`src/rtl/spike_encoder_array.sv`:
```
// spike_encoder_array: latches a volley of per-channel spike times and replays it over one gamma cycle.
// Optional step mode (held spikes) is enabled by defining SPIKE_STEP_MODE_EN.
module spike_encoder_array #(
    parameter int N_CH = 16,
    parameter int TIME_PERIOD = 8,
    parameter int TW = $clog2(TIME_PERIOD)
) (
    input  logic                 clk,
    input  logic                 rst_n,
    input  logic                 flush,
    input  logic                 in_valid,
    output logic                 in_ready,
    input  logic [N_CH*TW-1:0]   in_spike_time,
    input  logic [N_CH-1:0]      in_should_spike,
`ifdef SPIKE_STEP_MODE_EN
    input  logic                 step_mode,
`endif
    output logic [TW-1:0]        time_val,
    output logic [N_CH-1:0]      spike_out,
    output logic                 busy,
    output logic                 gamma_done
);
    typedef enum logic {IDLE, RUN} state_t;
    state_t state, state_nx;
    logic [TW-1:0] t, t_nx;
    logic [N_CH*TW-1:0] st, st_nx;
    logic [N_CH-1:0] en, en_nx;
    logic last, accept;
    assign last = state == RUN && t == TW'(TIME_PERIOD - 1);
    assign in_ready = state == IDLE || last;
    assign accept = in_valid && in_ready;
    assign busy = state == RUN;
    assign gamma_done = last;
    assign time_val = t;
    always_ff @(posedge clk) begin
        if (!rst_n) begin
            state <= IDLE;
            t <= '0;
            st <= '0;
            en <= '0;
        end else begin
            state <= state_nx;
            t <= t_nx;
            st <= st_nx;
            en <= en_nx;
        end
    end
    // flush wins over an accept; the last tick either chains a new volley or drops to IDLE
    always_comb begin
        state_nx = state;
        t_nx = t;
        st_nx = st;
        en_nx = en;
        if (flush) begin
            state_nx = IDLE;
            t_nx = '0;
            st_nx = '0;
            en_nx = '0;
        end else if (accept) begin
            state_nx = RUN;
            t_nx = '0;
            st_nx = in_spike_time;
            en_nx = in_should_spike;
        end else if (last) begin
            state_nx = IDLE;
            t_nx = '0;
        end else if (state == RUN) begin
            t_nx = t + TW'(1);
        end
    end
`ifdef SPIKE_STEP_MODE_EN
    logic sm, sm_nx;
    always_ff @(posedge clk) sm <= !rst_n ? 1'b0 : sm_nx;
    always_comb sm_nx = flush ? 1'b0 : accept ? step_mode : sm;
`else
    logic sm;
    assign sm = 1'b0;
`endif
    // t never reaches TIME_PERIOD, so out-of-range times never fire in either mode
    for (genvar i = 0; i < N_CH; i++) begin : g_ch
        assign spike_out[i] = busy && en[i] &&
            (sm ? st[i*TW +: TW] <= t : st[i*TW +: TW] == t);
    end
endmodule

```
`config.mk`:
```
export PLATFORM = sky130hd
export DESIGN_NAME = spike_encoder_array
export DESIGN_NICKNAME = d
export VERILOG_FILES = /design/src/rtl/spike_encoder_array.sv
export SDC_FILE = /design/constraint.sdc
export NUM_CORES = 1
export LEC_CHECK = 0
export ABC_CLOCK_PERIOD_IN_PS = 4100
export BUFFER_PORTS_ARGS = -buffer_cell sky130_fd_sc_hd__buf_2
export CORE_ASPECT_RATIO = 1.25
export CORE_MARGIN = 3
export CORE_UTILIZATION = 41
export DETAILED_ROUTE_END_ITERATION = 8
export HOLD_SLACK_MARGIN = 0.08
export SLEW_MARGIN = 20
export SYNTH_ARGS = -nofsm -noshare
export SYNTH_HDL_FRONTEND = slang
export SYNTH_SLANG_ARGS = --single-unit
```
`constraint.sdc`:
```
create_clock -name clk -period 4.1 [get_ports clk]
set_clock_uncertainty 0.1 [all_clocks]
set_input_delay 1.025 -clock clk [delete_from_list [all_inputs] [get_ports clk]]
set_output_delay 1.025 -clock clk [all_outputs]
set_load 0.01 [all_outputs]
```
==> results of run 1 <==
-- worst max-delay path, cell delays in order (launching register included) --
cell and delay (ns):
dfxtp_1 0.62, buf_4 0.32, ha_1 0.18, ha_1 0.14
and2b_4 0.19, clkinv_2 0.04, buf_2 0.12
-- sequential cells by signal, summed over array words and instances, names as in the netlist --
name / cells
st: 48
en: 16
time_val: 3
busy: 1
-- synthesized netlist by cell type --
master / number
inv_2: 1
buf_2: 18
buf_12: 5
and2b_4: 1
o21ai_1: 30
xor2_1: 32
mux2i_1: 1
buf_1: 2
xnor2_1: 16
nor2_1: 4
a21oi_1: 25
o21ai_0: 34
a22oi_1: 2
nor3_1: 16
a21oi_2: 40
nand3_2: 40
clkinv_2: 1
nand3_1: 40
clkbuf_1: 12
nand2b_1: 1
buf_4: 5
and2_1: 1
buf_6: 2
ha_1: 2
dfxtp_1: 68
-- power by group --
group	leakage (nW)	internal (mW)	total (mW)	switching (mW)
Combinational	1.09	0.0656	0.169	0.103
Clock	0.0743	0.223	0.446	0.223
Sequential	0.553	0.681	0.696	0.0154
Total	1.71	0.970	1.31	0.341
-- per-layer routing --
layer  share of wire [%]  global-route usage (%)  vias up
met5                   0                       0        -
met4                 1.3                   6.742        0
met3                 5.0                   4.189        9
met2                  46                   26.47       75
met1                  48                   25.63     1442
li1                    -                       -     1514
-- layout make-up --
cell class	instances	area, sq um
Inverter	2	8.758
Fill cell	845	4325
Timing Repair Buffer	95	493.0
Multi-Input combinational cell	285	1992
Sequential cell	68	1361
Tap cell	117	146.4
Clock buffer	12	145.1
-- path summary, 6_finish.rpt --
kind / slack (ns) / endpoint / cells past startpoint
max: 1.03 / in_ready / 6
min: 0.38 / en[5] / 2
max reg2reg: 1.37 / en[0] / 8
min reg2reg: 0.38 / en[5] / 2
-- metrics by stage --
stage	area [sq um]	hold slack, ns
after detailed placement	4001	0.3690
after CTS	4146	0.3788
final	4146	0.3770
after global placement	4001	0.3643
after floorplan	3657	0.3541
after global routing	4146	0.4000
-- cell families (layout without fill, tap and decap cells) --
group	Yosys count	after routing
AOI/OAI and AO/OA	131	131
and+or+nand+nor	103	103
DFF	68	68
xor gates and xnor gates	48	48
buffers and inverters	46	109
adders and majority gates	2	2
muxes	1	1
==> reports/qor.csv, run 1 <==
stage;metric;value;unit
worst_setup_path;worst-setup-path-type;reg -> out;
power;p_per_area;316.2;nW/um^2
power;ir_worst_vdd;0.1787;mV
yosys;synth_area_leaders;dfxtp_1, nand3_2, a21oi_2;
routing;vias_per_cell;5.250;
worst_setup_path;crit_path_start_kind;register;
flow_run;cap_viol_max_count;0;
floorplan;io_pins;90;
worst_setup_path;required;2.97;ns
placement;gp_routability_congestion;0.7392;
sta;setup_tns;0;ns
final_layout;fin_nets;531;
yosys;synth_compound_area_share;22.17;%
clock_tree;clock_latency;0.33;ns
placement;port-buffer-count;89;
worst_setup_path;worstPathArrival;1.94;ns
power;p_total;1.311;mW
yosys;synth_cells;399;
worst_setup_path;endpoint_kind;primary output;
yosys;synth_area;3657;sq um
power;p_leak;1.713;nW
hold_path;hold_path.startpoint;en[5];
routing;wl;8.851;mm
final_layout;diodes;0;
global_routing;grt_max_degree;69;
outcome;status;complete, no violations;
routing;drt-initial-drc-count;190;
clock_tree;clk_pin_slew;0.06;ns
yosys;synth_adder_area_share;0.6842;%
yosys;synth_xor_xnor_area_share;11.50;%
final_layout;area_growth;13.38;%
clock_tree;cts_setup_buffers;0;
routing;drcViolationCount;0;
yosys;synthMuxAreaShare;0.2737;%
routing;vias;3040;
routing;wl_per_cell;15.29;um
sta;slew_viol_final;0;
global_routing;grt_pass1_wl;14.75;mm
final_layout;drive_above_1_share;40.91;%
final_layout;final_cell_mix;buf_2, dfxtp_1, nand3_1, nand3_2, a21oi_2;
clock_tree;cts_hold_buf;0;
sta;fmax;325.8;MHz
sta;post-route-min-period;3.069;ns
final_layout;fin_cells;579;
global_routing;grtUsageTotal;18.03;%
floorplan;rows;37;
yosys;synthSimpleGateAreaFrac;19.64;%
yosys;synth_top_family_by_area;compound AO/OA/AOI/OAI gates;
yosys;ys_ff_latch;68;
routing;drt-pass1-iter-count;4;
floorplan;start_util;43.17;%
yosys;synth_top_area_share;37.22;%
clock_tree;cts_tree;built;
sta;setup_ws;1.031;ns
floorplan;coreArea;8472;sq um
final_layout;final_core_util;48.94;%
yosys;synth_top_cell_by_area;dfxtp_1;
yosys;ys_seq_area_share;37.22;%
global_routing;antenna_found_initial;0;
sta;hold_violations;0;
global_routing;grt_pass1_vias;2851;
clock_tree;cts_buffers;9;
floorplan;die_h;111.6;um
worst_setup_path;crit_start;time_val[0];
sta;worst_pin_slew;1.023;ns
sta;setup_viol;0;
sta;period_share;74.85;%
final_layout;final_common_cell;buf_2;
clock_tree;cts_root_buf;clkbuf_8;
global_routing;grt-ovfl-total;0;
routing;detail-route-antenna-nets;0;
placement;dp_cells;567;
clock_tree;clock_sinks;68;
clock_tree;ctsHtreeMaxLevel;3;
yosys;syn_nets;469;
worst_setup_path;crit_fanout;11;
sta;rsz0062_at_grt;no;
floorplan;die_area;10100;sq um
yosys;synth_warnings;0;
worst_setup_path;r2r-start;time_val[0];
floorplan;fp.dieW;90.48;um
placement;dp_hpwl;5.391;mm
yosys;syn_avg_cell_area;9.166;sq um
clock_tree;clock_path_buffers;2;
hold_path;hp-class;reg -> reg;
sta;relSlewSlack;31.72;%
placement;dpl_worst_slack;1.347;ns
clock_tree;postCtsResizedCells;0;
yosys;ys_types;25;
Note: power is estimated with default switching activity, not from simulation.
==> run 2, diff against run 1 <==
Settings changed: ABC_AREA set to 1, ABC_CLOCK_PERIOD_IN_PS 4100 to 3180.
Clock period 4.1 ns to 3.18 ns, I/O delays scaled along.
==> run 2 against run 1 <==
Utilization increased by 0.94 points. Clock power increased by 140%. Register-to-register slack got worse by 0.37 ns. Non-clock buffer count increased by 4. Clock-buffer cell count unchanged. Synthesized cell count increased by 71%. Worst setup slack got worse by 0.51 ns. Sequential power increased by 32%. Via count increased by 36%. Total power increased by 72%. Combinational power increased by 64%. Critical path type unchanged. Critical endpoint is now spike_out[15].
==> reports/qor.csv, run 2 <==
stage;metric;value;unit;change
placement;port-buffer-count;89;;unchanged
final_layout;final_common_cell;nand2_1;;
worst_setup_path;crit_fanout;17;;+6
power;p_leak;2.470;nW;+44%
clock_tree;cts_root_buf;clkbuf_16;;
yosys;ys_seq_area_share;33.40;%;-3.8 points
yosys;synth_area;4075;sq um;+11%
worst_setup_path;cp_slowest_cell;dfxtp_1;;
placement;dp_hpwl;6.974;mm;+29%
sta;setup_ws;0.5231;ns;-0.5080 ns
final_layout;drive_above_1_share;17.04;%;-24 points
yosys;ys_types;17;;-32%
worst_setup_path;crit_path_start_kind;register;;
worst_setup_path;r2r_slack;1.00;ns;-0.37 ns
final_layout;top_register;st;;
hold_path;hp-class;reg -> reg;;
routing;drt-initial-drc-count;213;;+12%
placement;dpl_worst_slack;0.8753;ns;-0.4721 ns
global_routing;grtUsageTotal;19.09;%;+1.1 points
sta;setup_tns;0;ns;unchanged
final_layout;final_core_util;49.88;%;+0.94 points
routing;vias_per_cell;4.699;;-11%
sta;hold_violations;0;;unchanged
flow_run;cap_viol_max_count;0;;unchanged
clock_tree;ctsHtreeMaxLevel;3;;unchanged
final_layout;diodes;0;;unchanged
clock_tree;clock_path_buffers;2;;unchanged
worst_setup_path;endpoint_kind;primary output;;
sta;rsz0062_at_grt;no;;
routing;detail-route-antenna-nets;0;;unchanged
worst_setup_path;reg2reg_to;en[7];;
worst_setup_path;crit_chain;inv_2 > nand2_1 > nand3_1 > nor2_1 > buf_2;;
clock_tree;cts_tree;built;;
placement;gp_routability_congestion;0.8039;;+8.8%
clock_tree;clk_pin_slew;0.05;ns;about the same
sta;fin_hold_ws;0.3809;ns;+0.003975 ns
routing;wl;10.32;mm;+17%
sta;post-route-min-period;2.657;ns;
yosys;synth_top_area_share;33.40;%;-3.8 points
yosys;synth.most_common_cell;nand2_1;;
worst_setup_path;worstPathArrival;1.76;ns;-0.18 ns
worst_setup_path;required;2.28;ns;-0.69 ns
routing;wl_per_cell;11.77;um;-23%
sta;slew_viol_final;0;;unchanged
sta;relSlewSlack;54.38;%;+23 points
global_routing;antenna_found_initial;0;;unchanged
yosys;synthArstFlopShare;0;%;unchanged
sta;period_share;83.55;%;
clock_tree;clock_sinks;68;;unchanged
clock_tree;cts_buffers;9;;unchanged
floorplan;io_pins;90;;unchanged
worst_setup_path;endpoint;spike_out[15];;
yosys;ys_ff_latch;68;;unchanged
floorplan;rows;40;;+8.1%
final_layout;fin_nets;816;;+54%
floorplan;die_h;117.5;um;+5.3%
floorplan;die_area;11180;sq um;+11%
yosys;synth_area_leaders;dfxtp_1, nand2_1, inv_1;;
yosys;synth_cells;683;;+71%
power;p_per_area;467.2;nW/um^2;+48%
floorplan;coreArea;9659;sq um;+14%
final_layout;area_growth;18.24;%;
worst_setup_path;max_stage_delay;0.62;ns;about the same
routing;vias;4121;;+36%
floorplan;fp.dieW;95.17;um;+5.2%
sta;worst_pin_slew;0.6844;ns;-0.3383 ns
power;p_total;2.251;mW;+72%
clock_tree;cts_hold_buf;0;;unchanged
global_routing;grt-ovfl-total;0;;unchanged
worst_setup_path;crit_start;time_val[1];;
power;ir_worst_vdd;0.2714;mV;+52%
routing;drt-pass1-iter-count;4;;unchanged
final_layout;seq_area;1361;sq um;unchanged
yosys;synth_warnings;0;;unchanged
final_layout;largest_reg_flops;48;;unchanged
worst_setup_path;r2r-start;time_val[1];;
yosys;synth_ff_type;dfxtp_1;;
worst_setup_path;worst-setup-path-type;reg -> out;;
worst_setup_path;reg2reg_depth;8;;unchanged
clock_tree;clock_latency;0.32;ns;about the same
global_routing;grt_pass1_wl;17.37;mm;+18%
yosys;synth-edff-count;0;;unchanged
yosys;syn_avg_cell_area;5.967;sq um;-35%
yosys;synthTopCellsByCount;nand2_1, inv_1, nor2_1;;
clock_tree;postCtsResizedCells;0;;unchanged
outcome;status;complete, no violations;;
final_layout;nFillCells;1045;;+24%
yosys;synth_top_cell_by_area;dfxtp_1;;
final_layout;multi_input_area;1992;sq um;unchanged
global_routing;grt_max_degree;129;;+87%
global_routing;grt_pass1_vias;3830;;+34%
sta;fmax;376.4;MHz;
routing;drcViolationCount;0;;unchanged
clock_tree;cts_setup_buffers;0;;unchanged
yosys;syn_nets;753;;+61%
floorplan;start_util;42.19;%;-0.98 points
final_layout;final_cell_mix;nand2_1, inv_1, nor2_1, buf_2, a21oi_1;;
sta;setup_viol;0;;unchanged
==> run 2: cells by family after synthesis <==
logic type | count (synthesis) | share of synthesized area [%]
compound gates | 78 | 9.579
flops | 68 | 33.41
buf+inv | 161 | 18.02
xor+xnor | 1 | 0.2150
fa+ha+maj | 2 | 0.6140
simple gates | 373 | 38.16
==> run 2: worst max-delay path: cells and delay by family, from the launching register on <==
family	cells	cell delay, ns
DFF	1	0.62
buffers and inverters	2	0.45
and+or+nand+nor	3	0.36
==> run 2: cell type report <==
type	instances	area share, %
flip-flops and latches	68	28.25
well taps	126	3.272
clock inverters	4	1.506
repair buffers	99	11.63
multi-input cells	454	41.34
inverters	114	8.881
clock buffers	12	5.116
==> run 2: report_power, final <==
part	switching (mW)	internal, mW	leakage [nW]	total (mW)
logic	0.159	0.118	1.76	0.277
registers	0.0285	0.890	0.556	0.919
clock network	0.349	0.706	0.153	1.06
==> run 2: metrics by stage <==
| stage | area (sq um) | instances |
|---|---|---|
| floorplan | 4075 | 683 |
| global placement | 4499 | 861 |
| detailed placement | 4499 | 861 |
| CTS | 4818 | 877 |
| global route | 4818 | 877 |
| finish | 4818 | 877 |
==> run 2: worst min-delay path by stage <==
stage	from	end	cells after the start
4_1_cts	en[9]	en[9]	2
3_5_place_dp	en[9]	en[9]	2
3_3_place_gp	en[8]	en[8]	2
6_report	en[9]	en[9]	2
2_1_floorplan	en[0]	en[0]	2
5_1_grt	en[9]	en[9]	2
==> run 2: metal layers <==
metal,vias up,track usage [%],routed length [um]
li1,2194,-,-
met3,14,3.708,613
met1,1804,25.61,4604
met5,-,0,0
met2,109,30.75,4951
met4,0,5.686,150
